File: src/rtl/store_write_buffer.sv
// Posted-write store buffer: core stores retire into a circular FIFO that drains to memory
// in program order, while loads snoop pending entries for youngest-store forwarding.
module store_write_buffer #(
    parameter int unsigned DEPTH = 4,
    parameter int unsigned AW    = 32,
    parameter int unsigned DW    = 32,
    localparam int unsigned CW   = $clog2(DEPTH + 1)
) (
    input  logic          clk,
    input  logic          reset,
    input  logic          MemWrite,
    input  logic [AW-1:0] DataAdr,
    input  logic [DW-1:0] WriteData,
    output logic          StallStore,
    input  logic          LoadReq,
    input  logic [AW-1:0] LoadAdr,
    output logic          LoadHit,
    output logic [DW-1:0] LoadData,
    output logic          mem_valid,
    output logic [AW-1:0] mem_adr,
    output logic [DW-1:0] mem_wdata,
    input  logic          mem_ready,
    output logic          Empty,
    output logic [CW-1:0] Count
);

    localparam int unsigned PW = $clog2(DEPTH);

    logic [AW-1:0] adr_q  [DEPTH];
    logic [DW-1:0] data_q [DEPTH];
    logic [PW-1:0] head_q, head_d;
    logic [PW-1:0] tail_q, tail_d;
    logic [CW-1:0] count_q, count_d;
    logic          full;
    logic          enq;
    logic          deq;

    assign full       = (count_q == CW'(DEPTH));
    assign mem_valid  = (count_q != '0);
    assign mem_adr    = adr_q[head_q];
    assign mem_wdata  = data_q[head_q];
    assign Empty      = ~mem_valid;
    assign Count      = count_q;

    // A same-cycle drain frees a slot, so a full buffer still accepts the store.
    assign StallStore = MemWrite & full & ~mem_ready;
    assign enq        = MemWrite & ~StallStore;
    assign deq        = mem_valid & mem_ready;

    always_comb begin
        head_d  = head_q;
        tail_d  = tail_q;
        count_d = count_q + CW'(enq) - CW'(deq);
        if (deq) begin
            head_d = head_q + PW'(1);
        end
        if (enq) begin
            tail_d = tail_q + PW'(1);
        end
    end

    always_ff @(posedge clk or negedge reset) begin
        if (!reset) begin
            head_q  <= '0;
            tail_q  <= '0;
            count_q <= '0;
        end else begin
            head_q  <= head_d;
            tail_q  <= tail_d;
            count_q <= count_d;
        end
    end

    // Entry payload carries no reset; occupancy is tracked solely by count_q.
    always_ff @(posedge clk) begin
        if (enq) begin
            adr_q[tail_q]  <= DataAdr;
            data_q[tail_q] <= WriteData;
        end
    end

    logic          fwd_hit;
    logic [DW-1:0] fwd_data;
    logic [PW-1:0] fwd_idx;

    // Walk oldest to youngest so the last match found is the youngest pending store.
    always_comb begin
        fwd_hit  = 1'b0;
        fwd_data = '0;
        fwd_idx  = '0;
        for (int unsigned i = 0; i < DEPTH; i++) begin
            fwd_idx = head_q + PW'(i);
            if ((CW'(i) < count_q) && (adr_q[fwd_idx][AW-1:2] == LoadAdr[AW-1:2])) begin
                fwd_hit  = 1'b1;
                fwd_data = data_q[fwd_idx];
            end
        end
    end

    assign LoadHit  = LoadReq & fwd_hit;
    assign LoadData = LoadHit ? fwd_data : '0;

endmodule

File: config.mk
export PLATFORM = sky130hd
export DESIGN_NAME = store_write_buffer
export DESIGN_NICKNAME = d
export VERILOG_FILES = /design/src/rtl/store_write_buffer.sv
export SDC_FILE = /design/constraint.sdc
export NUM_CORES = 1
export LEC_CHECK = 0
export CORE_MARGIN = 2
export CORE_UTILIZATION = 50
export DETAILED_ROUTE_END_ITERATION = 8
export DONT_BUFFER_PORTS = 1
export PLACE_DENSITY = 0.62
export SLEW_MARGIN = 20
export SYNTH_ARGS = -nofsm -noshare
export SYNTH_HDL_FRONTEND = slang
export SYNTH_SLANG_ARGS = --single-unit
export TNS_END_PERCENT = 20
File: constraint.sdc
create_clock -name clk -period 5.9 [get_ports clk]
set_input_delay 1.77 -clock clk [delete_from_list [all_inputs] [get_ports clk]]
set_output_delay 1.77 -clock clk [all_outputs]
set_load 0.02 [all_outputs]
==> reports/results.ini <==
[logic_synthesis]
avgSynthCellArea_um2=12.75
syn_inst=1306
async_flop_share=0.02662
synth-seq-cells=263
synth_area_um2=16660
synth-edff-count=256
seq_area_frac_synth=0.4720
synthTopCellsByArea=edfxtp_1, mux4_2, mux2i_1
synth-main-ff-cell=edfxtp_1
synth.most_common_cell=edfxtp_1
yosysWarnings=0
synth_top_area_frac=0.4615
synth_largest_area_cell=edfxtp_1
postSynthNetCount=1416
ys_top_cells_by_count=edfxtp_1, mux2i_1, xnor2_1
synthDistinctLibCells=67

[worst_setup_path]
critPathBufInv=7
reg2regPathDepth=4
start_kind=flop
r2r-start=Count[1]
cp_slowest_stage_delay_ns=0.56
crit_slowest_cell=mux4_2
worst-path-stages=14
critPathRequiredTime_ns=4.13
r2r_end=adr_q[0][2]
path_max_fanout=6
end_kind=output pin
startpoint=head_q[0]
cp.arrival_ns=4.20
path_cells=buf_8 > buf_4 > mux4_2 > xor2_4 > nor4b_4 > nand4_1 > nor4_4 > buf_6 > buf_12 > buf_4 > a311oi_1 > nor4_1 > buf_4 > buf_6
crit_type=flop to output pin
endpoint=LoadData[19]
reg2reg_slack_ns=3.01
crit_family=simple AND/OR/NAND/NOR gates
cpMostUsedCell=buf_4

[layout]
area_delta_synth_final_pct=20.86
drive_gt1_frac=0.3317
fin_area_um2=20130
nets=1515
fillers=2568
diodes=0
final_cells=1868

[placement]
place_ws_ns=-0.1724
place.gp.congestion=0.9642
portBuffers=0
post_dp_cell_area_um2=18000
dpl.hpwl_mm=34.15
place_inst=1778

[grt]
grt_max_degree=140
grt_usage=0.2824
antenna_found_initial=0
grt_pass1_wl_mm=75.32
grt_pass1_vias=12160
grt-ovfl-total=0

[route]
first_pass_iters=6
routed_via_density=6.753
vias=12610
drc_errors=0
routedWlPerCell_um=27.61
drtIter0Drc=1338
antenna_left=0
drt_wl_total_mm=51.58

[timing]
finalHoldViolations=0
max-slew-margin-rel=0.3566
fin_crit_ns=5.971
skew_ns=0.01346
setup_viol=11
slew_viol_final=0
tightest_slew_ns=0.9562
tns_ns=-0.3083
rsz0062_at_grt=true
fmax_mhz=167.5
finalCritPeriodShare=1.012
setup_slack_ns=-0.07141

[cts]
root_buffer=clkbuf_16
cts_buffers=30
cts.reportedPaths.clkPinSlew_ns=0.06
clock_latency_ns=0.57
clock-sinks=263
cts_tree=done
ctsHoldBuffers=0
clk_path_buf_depth=3
h-tree-depth=1

[pwr]
cellLeakagePower_nw=6.856
pwr-share-seq=0.274
power-per-cell-area_nw_per_um2=493.1
combPwrFrac=0.554
power.share.clock=0.171
p_switching_w=0.004217
sw_frac_of_total=0.4248
p_int_w=0.005711
peakVddDrop_mv=0.4694

[floorplan]
dieArea_um2=34790
die_h_um=186.5
rows=66
start_util=0.5094
die-width_um=186.5
core_region_area_um2=32700
num_io_pins=204

[flow_run]
maxCapViolCount=0

[worst_hold_path]
hp-class=flop to flop

[run_status]
violations=negative setup slack
status=finished with violations

[sequential cells by signal (all words and copies together), names as in the netlist]
signal,flops
Count,3
head_q,2
tail_q,2
data_q,128
adr_q,128
[worst min path at each step]
stage	from	endpoint	slack, ns	cells after the start
3_3_place_gp	tail_q[0]	tail_q[0]	0.60	2
2_1_floorplan	tail_q[1]	tail_q[1]	0.58	2
6_report	tail_q[1]	tail_q[1]	0.63	2
4_1_cts	tail_q[1]	tail_q[1]	0.64	2
5_1_grt	tail_q[0]	tail_q[0]	0.69	2
3_5_place_dp	tail_q[1]	tail_q[1]	0.63	2
[worst min-delay path: cells and delay by family (launching register included)]
family | cells | cell delay [ns]
flip-flops | 1 | 0.40
buffers and inverters | 1 | 0.10
AO/OA/AOI/OAI | 1 | 0.09
[through the flow]
step                        util  power, W  hold slack (ns)
after detailed placement  0.5504  0.007512           0.6277
after global routing      0.6156   0.01032           0.6904
final                     0.6156  0.009927           0.6270
after global placement    0.5504  0.007449           0.6044
after CTS                 0.5907  0.009509           0.6367
after floorplan                -  0.006278           0.5796
[cells in the final DEF (no fill, tap or decap), drive strengths merged, types with 31 or more instances in the layout]
master,n
a311oi,32
edfxtp,256
a211oi,67
buf,182
o221ai,31
xnor2,83
nor2,79
nor4,37
nor2b,66
clkbuf,49
mux4,60
mux2,42
a21oi,49
mux2i,137
[what timing repair did]
action / in CTS / in global routing
setup endpoints to repair: 33 / 33
resized for setup: 44 / 101
pin swaps: 19 / 39
setup buffers: 14 / 17
cloned: 2 / 5
[cells by family (layout without fill, tap and decap cells)]
kind of cell	after synthesis	after routing	synth area share
mux	239	239	0.1935
flops	263	263	0.4720
compound gates	292	292	0.1422
buf+inv	142	262	0.04469
simple gates	264	264	0.08939
fa+ha+maj	9	9	0.007211
xor+xnor	97	97	0.05100
[layout make-up]
type | instances | area (µm²) | share of cell area
Clock inverter | 9 | 52.55 | 0.002610
Inverter | 21 | 86.33 | 0.004288
Tap cell | 442 | 553.0 | 0.02747
Multi-Input combinational cell | 901 | 8688 | 0.4316
Clock buffer | 44 | 833.3 | 0.04139
Sequential cell | 263 | 7870 | 0.3909
Timing Repair Buffer | 188 | 2048 | 0.1017
[power groups by stage]
stage / Combinational (W) / Sequential [W] / Clock, W
6_report: 0.00550 / 0.00272 / 0.00170
5_1_grt: 0.00576 / 0.00276 / 0.00179
4_1_cts: 0.00507 / 0.00271 / 0.00173
3_5_place_dp: 0.00470 / 0.00281 / 0
3_3_place_gp: 0.00466 / 0.00279 / 0
2_1_floorplan: 0.00360 / 0.00268 / 0
[metal layers]
metal / GRT usage / wire length, µm
met1: 0.3943 / 21120
met2: 0.4397 / 23150
met3: 0.07993 / 5986
met4: 0.06624 / 1332
met5: 0 / 0
(Power assumes the default switching activity.)
